--- src/rtl/fifo_wr_arbiter.sv ---
// Round-robin write-side arbiter: NREQ producers share one FIFO write port,
// with bounded bursts and full/almost_full throttling.
module fifo_wr_arbiter #(
  parameter int unsigned NREQ  = 4,
  parameter int unsigned DW    = 8,
  parameter int unsigned BURST = 4
) (
  input  logic                    clk,
  input  logic                    rst,
  input  logic [NREQ-1:0]         req_valid,
  input  logic [NREQ*DW-1:0]      req_data,
  output logic [NREQ-1:0]         req_ready,
  input  logic                    fifo_full,
  input  logic                    fifo_almost_full,
  output logic                    fifo_wr_en,
  output logic [DW-1:0]           fifo_din,
  output logic                    grant_valid,
  output logic [$clog2(NREQ)-1:0] grant_id,
  output logic [15:0]             xfer_cnt
);
  localparam int unsigned IW = $clog2(NREQ);
  localparam int unsigned BW = $clog2(BURST + 1);

  typedef enum logic [1:0] {IDLE, GRANT, WAIT} state_e;

  state_e        state_q, state_d;
  logic [IW-1:0] grant_q, grant_d;
  logic [IW-1:0] rr_last_q, rr_last_d;
  logic [BW-1:0] burst_q, burst_d;
  logic          wr_en_q, wr_en_d;
  logic [DW-1:0] din_q, din_d;
  logic [15:0]   xfer_q, xfer_d;

  logic          space_ok;
  logic          cur_valid;
  logic [IW-1:0] pick;
  logic          pick_ok;

  // The in-flight write lands one edge later, so almost_full plus a pending
  // write already means no room.
  assign space_ok  = !fifo_full && !(fifo_almost_full && wr_en_q);
  assign cur_valid = req_valid[grant_q];

  always_comb begin
    int unsigned   idx;
    logic [IW-1:0] cand;
    idx     = 0;
    cand    = '0;
    pick    = '0;
    pick_ok = 1'b0;
    for (int unsigned k = 1; k <= NREQ; k++) begin
      idx  = (32'(rr_last_q) + k) % NREQ;
      cand = IW'(idx);
      if (!pick_ok && req_valid[cand]) begin
        pick    = cand;
        pick_ok = 1'b1;
      end
    end
  end

  always_comb begin
    state_d   = state_q;
    grant_d   = grant_q;
    rr_last_d = rr_last_q;
    burst_d   = burst_q;
    wr_en_d   = 1'b0;
    din_d     = din_q;
    xfer_d    = xfer_q;
    req_ready = '0;
    case (state_q)
      IDLE: begin
        if (pick_ok) begin
          grant_d = pick;
          burst_d = '0;
          state_d = GRANT;
        end
      end
      GRANT: begin
        req_ready[grant_q] = space_ok;
        if (!cur_valid) begin
          state_d   = IDLE;
          rr_last_d = grant_q;
        end else if (!space_ok) begin
          state_d = WAIT;
        end else begin
          wr_en_d = 1'b1;
          din_d   = req_data[grant_q*DW +: DW];
          burst_d = burst_q + 1'b1;
          xfer_d  = xfer_q + 16'd1;
          if (burst_q == BW'(BURST - 1)) begin
            state_d   = IDLE;
            rr_last_d = grant_q;
          end
        end
      end
      WAIT: begin
        if (!cur_valid) begin
          state_d   = IDLE;
          rr_last_d = grant_q;
        end else if (space_ok) begin
          state_d = GRANT;
        end
      end
      default: state_d = IDLE;
    endcase
  end

  always_ff @(posedge clk or negedge rst) begin
    if (!rst) begin
      state_q   <= IDLE;
      grant_q   <= '0;
      rr_last_q <= IW'(NREQ - 1);
      burst_q   <= '0;
      wr_en_q   <= 1'b0;
      din_q     <= '0;
      xfer_q    <= '0;
    end else begin
      state_q   <= state_d;
      grant_q   <= grant_d;
      rr_last_q <= rr_last_d;
      burst_q   <= burst_d;
      wr_en_q   <= wr_en_d;
      din_q     <= din_d;
      xfer_q    <= xfer_d;
    end
  end

  assign fifo_wr_en  = wr_en_q;
  assign fifo_din    = din_q;
  assign grant_valid = (state_q != IDLE);
  assign grant_id    = grant_q;
  assign xfer_cnt    = xfer_q;
endmodule

--- config.mk ---
export PLATFORM = sky130hd
export DESIGN_NAME = fifo_wr_arbiter
export DESIGN_NICKNAME = d
export VERILOG_FILES = /design/src/rtl/fifo_wr_arbiter.sv
export SDC_FILE = /design/constraint.sdc
export NUM_CORES = 1
export LEC_CHECK = 0
export CAP_MARGIN = 20
export CORE_MARGIN = 4
export CORE_UTILIZATION = 40
export DETAILED_ROUTE_END_ITERATION = 8
export GPL_TIMING_DRIVEN = 0
export PLACE_DENSITY = 0.83
export SKIP_LAST_GASP = 1
export SLEW_MARGIN = 15
export SYNTH_ARGS = -nofsm -noshare
export SYNTH_HDL_FRONTEND = slang
export SYNTH_SLANG_ARGS = --single-unit
--- constraint.sdc ---
create_clock -name clk -period 1.7 [get_ports clk]
set_input_delay 0.425 -clock clk [delete_from_list [all_inputs] [get_ports clk]]
set_output_delay 0.425 -clock clk [all_outputs]
set_load 0.02 [all_outputs]
==> metrics.md, run 1 <==
| Metric | Value |
|---|---|
| Max_cap viols | 0 |
| Crit path largest cell delay | 400 ps |
| Synthesized net count | 218 |
| Final setup TNS | -493 ps |
| Rows | 24 |
| First-pass GRT wire length | 8.47 mm |
| Post-synth EDFFs | 0 |
| Worst Reg-to-Reg Cells | 5 |
| Top cells by area, synth | dfrtp_1 (42%), mux4_2 (8.2%), nand2_1 (6.9%), xnor2_1 (5.0%), mux2_2 (2.9%) |
| DR WL/cell | 17.3 µm |
| Port Buffers | 71 |
| Post-synthesis cell count | 175 |
| FF+latch area | 857 µm² |
| CP arrival | 1400 ps |
| Post-place setup slack | -917 ps |
| Slowest cell on the critical path | dfrtp_2 |
| Number of endpoints failing setup at the final stage | 6 |
| Unrepaired setup endpoints after global routing | true |
| Layout cells sized above 1 | 0.285 |
| Layout filler cell count | 301 |
| Final WS setup | -126 ps |
| CTS Buf Count | 5 |
| Clock-pin slew on the worst setup and hold paths | 70 ps |
| Largest net degree at the start of global routing | 35 |
| PwrDens | 1480 nW/µm² |
| ANT cells | 0 |
| Final antenna-violating net count | 0 |
| Hold slack final | 194 ps |
| Lkg Pwr | 1.56 nW |
| Area leader, netlist | dfrtp_1 |
| Vias in the first global route | 1724 |
| Buf/Inv on CP | 1 |
| Count of pins over their slew limit | 0 |
| Reg2Reg Launch Point | grant_id[0] |
| Root buf cell | clkbuf_8 |
| Post-Route WL | 5.56 mm |
| Final Hold Fails | 0 |
| Sw Ratio | 0.380 |
| Clock tree buffer depth | 2 |
| Worst setup EP type | output port |
| Cell Int Power | 2.83 mW |
| Crit-path cells | and2b_4 > and2_4 > and3_1 > buf_6 |
| Most instantiated cells after synthesis | nand2_1 (35), dfrtp_1 (32), xnor2_1 (11), nand3_1 (10), mux4_2 (7) |
| Placed cell area | 2710 µm² |
| Layout Skew | 3.45 ps |
| Multi-input logic area | 1130 µm² |
| Die ar. | 5960 µm² |
| Synth cell types | 43 |
| Final #Nets | 312 |
| Crit-path max FO | 4 |
| Worst vdd ir | 0.857 mV |
| Gpl congestion | 0.789 |
| Initial antenna violation count | 0 |
| Warnings, synthesis | 0 |
| Global route overflow | 0 |
| CTS tree | done |
| Starting Density | 0.425 |
| Yosys top cell area share | 0.418 |
| Max frequency | 0.548 GHz |
| Most numerous cell in the Yosys netlist | nand2_1 |
| Tmin final | 1830 ps |
| Detailed Route Iter0 Violations | 162 |
| Post-synthesis sequential area ratio | 0.446 |
| Family with the most delay on the worst path | simple AND/OR/NAND/NOR gates |
| Syn_area_per_cell | 10.9 µm² |
| Run status | complete, but fails checks |
| Reg power frac | 0.280 |
| Clock share of power | 0.154 |
| CTS HTree Levels | 2 |
| Post-DR vias/cell | 5.34 |
| Cell Area, Synth | 1910 µm² |
| CP Class | reg -> out |
| Total Power Consumption | 4.57 mW |
| Via count | 1720 |
| HPWL Detailed | 3.55 mm |
| Syn-to-layout area delta | 60.8% |
| Core Region | 4500 µm² |
| Failing checks | setup timing |
| Worst Path Required | 1270 ps |
| Net Sw Power | 1.74 mW |
| Hold Crit Class | in -> async |
| Number of remaining DRC errors | 0 |
| I/O pin count | 72 |
| Tcrit/Tclk final | 1.07 |
| Startpoint Class | register |
| Slack of the worst reg-to-reg path | -110 ps |
| Final Cell Area | 3080 µm² |
| Comb pwr share | 0.566 |
| #FFs+latches synth | 34 |
| Slew headroom | 0.505 |
| Asr flop ratio synth | 1.00 |
| Width of the die | 77.2 µm |
| FF-to-FF End | burst_q[0] |
| Worst-margin pin slew | 743 ps |
| Clock tree sinks | 34 |
| Chip Height | 77.2 µm |
| Most used DFF post-synth | dfrtp_1 |
| Clock Latency Late Sink | 290 ps |
| Global Route Usage Sum | 0.178 |
| Detailed Routing Iterations Pass 1 | 4 |
[cell families (layout without fill, tap and decap cells)]
kind of cell	count (synthesis)	in the layout	share of synthesized area
adder cells (fa/ha/maj)	3	3	0.0196
buffers and inverters	11	106	0.0320
AND/OR/NAND/NOR	80	80	0.224
AO/OA/AOI/OAI	16	16	0.0582
flip-flops	34	34	0.446
multiplexers	16	16	0.152
XOR/XNOR	15	15	0.0686
[worst max-delay path by stage]
stage / start / end / slack (ps) / cells after the start
floorplan: grant_id[0] / burst_q[0] / -120 / 5
global placement: fifo_full / req_ready[2] / -890 / 6
detailed placement: fifo_full / req_ready[2] / -920 / 6
CTS: state_q[1] / req_ready[2] / -140 / 5
global route: grant_id[0] / burst_q[0] / -170 / 5
finish: state_q[1] / req_ready[3] / -130 / 4
[repair_timing]
item,in CTS,in global routing
gates cloned,0,0
hold buffers,0,0
buffers inserted,6,10
endpoints found under the setup margin,51,36
pin swaps,3,11
gates resized for setup,61,34
[cell usage in the layout, fill, tap and decap left out, drive strengths merged, types with 4 or more instances in the layout]
cell type / count
nand2: 35
clkdlybuf4s50: 34
dfrtp: 32
buf: 27
dlygate4sd2: 22
xnor2: 11
nand3: 11
dlymetal6s2s: 9
clkbuf: 9
mux4: 9
nand4: 6
mux2: 6
nor3: 6
o21ai: 5
inv: 5
nor2: 5
and3: 4
xor2: 4
[metrics by stage]
| step | utilization | std cells |
|---|---|---|
| after floorplan | - | 175 |
| after global placement | 0.603 | 298 |
| after detailed placement | 0.601 | 298 |
| after CTS | 0.642 | 312 |
| after global routing | 0.683 | 322 |
| final | 0.683 | 322 |
[power by group through the flow]
stage / sequential, mW / clock [mW] / combinational [mW]
after floorplan: 1.47 / 0 / 1.19
after global placement: 1.29 / 0 / 2.08
after detailed placement: 1.30 / 0 / 2.13
after CTS: 1.29 / 0.716 / 2.30
after global routing: 1.32 / 0.765 / 2.77
final: 1.28 / 0.702 / 2.59
[metal layers]
| layer | vias up | GRT usage | routed length, µm |
|---|---|---|---|
| met2 | 56 | 0.303 | 2920 |
| met4 | 0 | 0.0534 | 76 |
| met1 | 840 | 0.217 | 2270 |
| met5 | - | 0 | 0 |
| li1 | 817 | - | - |
| met3 | 7 | 0.0515 | 288 |
[worst register-to-register path: cells and delay by family (launching register included)]
family                 cells  cell delay (ps)
muxes                      2              870
DFF                        1              380
and+or+nand+nor            2              330
buffers and inverters      1              120
[flip-flops by register name (all words and copies together), names as in the netlist]
name        flops
grant_id        2
xfer_cnt       16
fifo_din        8
state_q         2
rr_last_q       2
fifo_wr_en      1
burst_q         3
[final cells by class]
type,count,area share
multi-input cells,130,0.366
flip-flops and latches,34,0.278
repair buffers,87,0.265
clock buffers,8,0.0358
plain buffers,6,0.0252
well taps,52,0.0211
inverters,5,0.00772
No activity file was read; power rests on OpenSTA's default activity.
==> inputs of run 2 (changes only) <==
--- a/config.mk
+++ b/config.mk
@@ -7,12 +7,12 @@
 export LEC_CHECK = 0
 export CAP_MARGIN = 20
 export CORE_MARGIN = 4
-export CORE_UTILIZATION = 40
+export CORE_UTILIZATION = 44
 export DETAILED_ROUTE_END_ITERATION = 8
 export GPL_TIMING_DRIVEN = 0
-export PLACE_DENSITY = 0.83
+export PLACE_DENSITY = 0.86
 export SKIP_LAST_GASP = 1
-export SLEW_MARGIN = 15
+export SLEW_MARGIN = 0
 export SYNTH_ARGS = -nofsm -noshare
 export SYNTH_HDL_FRONTEND = slang
 export SYNTH_SLANG_ARGS = --single-unit
==> constraint.sdc (replaced) <==
create_clock -name clk -period 1.8 [get_ports clk]
set_input_delay 0.45 -clock clk [delete_from_list [all_inputs] [get_ports clk]]
set_output_delay 0.45 -clock clk [all_outputs]
set_load 0.02 [all_outputs]
==> metrics.md, run 2 (synthesized netlist as in run 1, its figures left out) <==
| Metric | Value |
|---|---|
| DR WL/cell | 17.8 µm |
| Port Buffers | 71 |
| Clock tree sinks | 34 |
| Starting Density | 0.465 |
| Lkg Pwr | 1.47 nW |
| Gpl congestion | 0.822 |
| Width of the die | 74.0 µm |
| Root buf cell | clkbuf_8 |
| Clock Latency Late Sink | 290 ps |
| Slew headroom | 0.498 |
| Post-Route WL | 5.58 mm |
| Chip Height | 74.0 µm |
| Core Region | 4120 µm² |
| Detailed Route Iter0 Violations | 110 |
| First-pass GRT wire length | 8.66 mm |
| Startpoint Class | register |
| Worst vdd ir | 0.800 mV |
| Layout cells sized above 1 | 0.235 |
| Run status | complete, but fails checks |
| CTS tree | done |
| Most frequent cells in the layout | clkdlybuf4s50_1 (44), nand2_1 (34), dfrtp_1 (29) |
| Die ar. | 5470 µm² |
| Slowest cell on the critical path | dfrtp_2 |
| Max_cap viols | 0 |
| Rows | 23 |
| ANT cells | 0 |
| Worst Path Required | 1350 ps |
| FF-to-FF End | rr_last_q[1] |
| Unrepaired setup endpoints after global routing | true |
| Most common cell after layout, fill and taps aside | clkdlybuf4s50_1 |
| Max reg flops | 16 |
| Post-place setup slack | -855 ps |
| Hold slack final | 215 ps |
| CP Class | reg -> out |
| CP arrival | 1470 ps |
| Crit-path max FO | 4 |
| Detailed Routing Iterations Pass 1 | 4 |
| Hold Crit Class | in -> async |
| HPWL Detailed | 3.65 mm |
| Via count | 1754 |
| Final Cell Area | 2950 µm² |
| CTS Buf Count | 5 |
| Worst setup EP type | output port |
| Slack of the worst reg-to-reg path | 20 ps |
| Clock tree buffer depth | 2 |
| Vias in the first global route | 1802 |
| Crit-path cells | and2b_4 > and2_4 > nand2_2 > nor2_2 > buf_6 |
| Clock-pin slew on the worst setup and hold paths | 70 ps |
| Final Hold Fails | 0 |
| Tmin final | 1920 ps |
| Placed cell area | 2710 µm² |
| Buf/Inv on CP | 1 |
| Max frequency | 0.522 GHz |
| # hold bufs at CTS | 0 |
| I/O pin count | 72 |
| Worst-margin pin slew | 753 ps |
| Layout Skew | 6.01 ps |
| Failing checks | setup timing |
| Final cell count without fillers | 314 |
| Initial antenna violation count | 0 |
| Final WS setup | -117 ps |
| Largest net degree at the start of global routing | 35 |
| Syn-to-layout area delta | 53.9% |
| CTS HTree Levels | 2 |
| Final #Nets | 306 |
| Final antenna-violating net count | 0 |
| PwrDens | 1410 nW/µm² |
| Number of remaining DRC errors | 0 |
| Post-DR vias/cell | 5.59 |
| Placed Cells | 296 |
| Global route overflow | 0 |
| Family with the most delay on the worst path | simple AND/OR/NAND/NOR gates |
| Number of endpoints failing setup at the final stage | 4 |
| Worst Reg-to-Reg Cells | 6 |
| Crit path largest cell delay | 420 ps |
| Tcrit/Tclk final | 1.07 |
| Global Route Usage Sum | 0.211 |
| Count of pins over their slew limit | 0 |
| Reg2Reg Launch Point | burst_q[0] |
[run 2: per-stage QoR]
step	power [mW]	TNS, ps	util
floorplan	2.50	-20.8	-
global placement	3.17	-26130	0.659
detailed placement	3.24	-13900	0.657
CTS	4.09	-136	0.708
global route	4.39	-467	0.716
finish	4.14	-320	0.716
[run 2: worst max-delay path by stage]
stage	from	endpoint	slack [ps]	cells past startpoint
3_3_place_gp	fifo_almost_full	req_ready[2]	-860	6
6_report	state_q[1]	req_ready[2]	-120	5
5_1_grt	state_q[1]	req_ready[2]	-140	5
4_1_cts	state_q[1]	req_ready[1]	-60	4
2_1_floorplan	grant_id[0]	burst_q[0]	-20	5
3_5_place_dp	fifo_almost_full	req_ready[1]	-860	5
[run 2: final cells by class]
| cell class | instances | area [µm²] |
|---|---|---|
| repair buffers | 81 | 788 |
| flip-flops and latches | 34 | 857 |
| well taps | 50 | 62.6 |
| plain buffers | 6 | 75.1 |
| multi-input cells | 130 | 1050 |
| fillers | 290 | 1170 |
| clock buffers | 6 | 82.6 |
| clock inverters | 2 | 12.5 |
| inverters | 5 | 18.8 |
[run 2: where the power goes]
group          switching, mW  leakage, nW  internal, mW
sequential             0.204        0.439          1.01
combinational           1.13        0.981          1.19
clock                  0.299       0.0472         0.308
total                   1.63         1.47          2.51
[run 2: layer usage]
metal,vias up,GRT usage,share of wire
met1,857,0.241,0.38
met2,68,0.382,0.51
met3,24,0.0581,0.063
met4,0,0.0684,0.043
li1,805,-,-
met5,-,0,0
[run 2: repair_timing]
action / in CTS / in global routing
endpoints found under the hold margin: 0 / 0
endpoints found under the setup margin: 33 / 16
gates resized for setup: 49 / 16
pin swaps: 1 / 1
buffers inserted: 10 / 0
==> inputs of run 3 (changes only) <==
==> constraint.sdc (replaced) <==
create_clock -name clk -period 2.1 [get_ports clk]
set_input_delay 0.525 -clock clk [delete_from_list [all_inputs] [get_ports clk]]
set_output_delay 0.525 -clock clk [all_outputs]
set_load 0.02 [all_outputs]
==> metrics.md, run 3 (synthesized netlist as in run 1, its figures left out) <==
| Metric | Value |
|---|---|
| FF-to-FF End | burst_q[0] |
| Startpoint Class | input port |
| Most common cell after layout, fill and taps aside | clkdlybuf4s50_1 |
| Max_cap viols | 0 |
| Core Region | 4120 µm² |
| Tcrit/Tclk final | 0.984 |
| Post-DR vias/cell | 5.53 |
| Root buf cell | clkbuf_8 |
| CP Class | in -> reg |
| ANT cells | 0 |
| Detailed Route Iter0 Violations | 84 |
| Max frequency | 0.484 GHz |
| HPWL Detailed | 3.65 mm |
| Count of pins over their slew limit | 0 |
| Final #Nets | 300 |
| Vias in the first global route | 1710 |
| Slew headroom | 0.493 |
| Final Hold Fails | 0 |
| Slack of the worst reg-to-reg path | 260 ps |
| Via count | 1702 |
| CTS HTree Levels | 2 |
| Run status | finished, final reports clean |
| PwrDens | 1220 nW/µm² |
| I/O pin count | 72 |
| Detailed Routing Iterations Pass 1 | 4 |
| Most frequent cells in the layout | clkdlybuf4s50_1 (62), nand2_1 (35), dfrtp_1 (30) |
| Worst setup EP type | register |
| Chip Height | 74.0 µm |
| Hold Crit Class | in -> async |
| Largest net degree at the start of global routing | 35 |
| Final WS setup | 33.3 ps |
| Max reg flops | 16 |
| Starting Density | 0.465 |
| Number of endpoints failing setup at the final stage | 0 |
| Clock-pin slew on the worst setup and hold paths | 70 ps |
| CTS Buf Count | 5 |
| Final setup TNS | 0 ps |
| Crit-path max FO | 6 |
| Final cell count without fillers | 308 |
| Width of the die | 74.0 µm |
| Tmin final | 2070 ps |
| Port Buffers | 71 |
| Global Route Usage Sum | 0.194 |
| Global route overflow | 0 |
| # hold bufs at CTS | 0 |
| Worst Reg-to-Reg Cells | 5 |
| CP arrival | 2240 ps |
| Final antenna-violating net count | 0 |
| Worst vdd ir | 0.756 mV |
| Layout Skew | 7.02 ps |
| Worst-margin pin slew | 761 ps |
| Reg2Reg Launch Point | grant_id[0] |
| Post-place setup slack | -783 ps |
| Gpl congestion | 0.770 |
| Clock Latency Late Sink | 290 ps |
| Initial antenna violation count | 0 |
| Lkg Pwr | 1.26 nW |
| Layout cells sized above 1 | 0.202 |
| Post-Route WL | 5.21 mm |
| Rows | 23 |
| Worst Path Required | 2270 ps |
| Die ar. | 5470 µm² |
| Clock tree sinks | 34 |
| Clock tree buffer depth | 2 |
| Placed Cells | 296 |
| DR WL/cell | 16.9 µm |
| CTS tree | done |
| Number of remaining DRC errors | 0 |
| Layout filler cell count | 320 |
| First-pass GRT wire length | 8.07 mm |
| Syn-to-layout area delta | 50.2% |
==> run 3: worst max path at each step <==
stage	startpoint	endpoint	slack [ps]
after global placement	fifo_almost_full	req_ready[2]	-780
after floorplan	fifo_almost_full	req_ready[2]	190
final	req_valid[1]	burst_q[0]	30
after global routing	grant_id[1]	req_ready[3]	-20
after detailed placement	fifo_almost_full	req_ready[1]	-780
after CTS	state_q[1]	req_ready[3]	-30
==> run 3: stage by stage <==
stage                     cell area, µm²  hold WS, ps  total power, mW   util
after floorplan                     1930          229             2.14      -
after global placement              2700          456             2.72  0.656
after detailed placement            2700          460             2.77  0.655
after CTS                           2810          323             3.37  0.683
after global routing                2880          362             3.71  0.699
final                               2880          305             3.50  0.699
==> run 3: cell type report <==
class | instances | area, µm² | area share
plain buffers | 6 | 50.0 | 0.0174
clock buffers | 8 | 110 | 0.0383
inverters | 5 | 18.8 | 0.00653
multi-input cells | 130 | 1040 | 0.363
flip-flops and latches | 34 | 856 | 0.298
well taps | 50 | 62.6 | 0.0218
repair buffers | 75 | 733 | 0.255
==> run 3: timing repair <==
action | in CTS | in global routing
buffers inserted | 1 | 3
hold endpoints to repair | 0 | 0
resized for setup | 25 | 10
pin swaps | 1 | 0
endpoints found under the setup margin | 5 | 6
==> run 3: routing by layer <==
layer / routed length (µm) / vias up / GRT usage
met4: 57 / 0 / 0.0523
met5: 0 / - / 0
li1: - / 798 / -
met1: 2200 / 851 / 0.231
met3: 279 / 6 / 0.0581
met2: 2670 / 47 / 0.340
==> run 3: worst max-delay path, cell delays in order <==
cell and delay, ps:
clkdlybuf4s50_1 540, mux4_2 570, nand3_4 140, and2_4 170
mux2_4 300
==> run 3: where the power goes <==
group	switching (mW)	internal, mW
combinational	0.911	0.962
clock	0.236	0.331
sequential	0.190	0.868
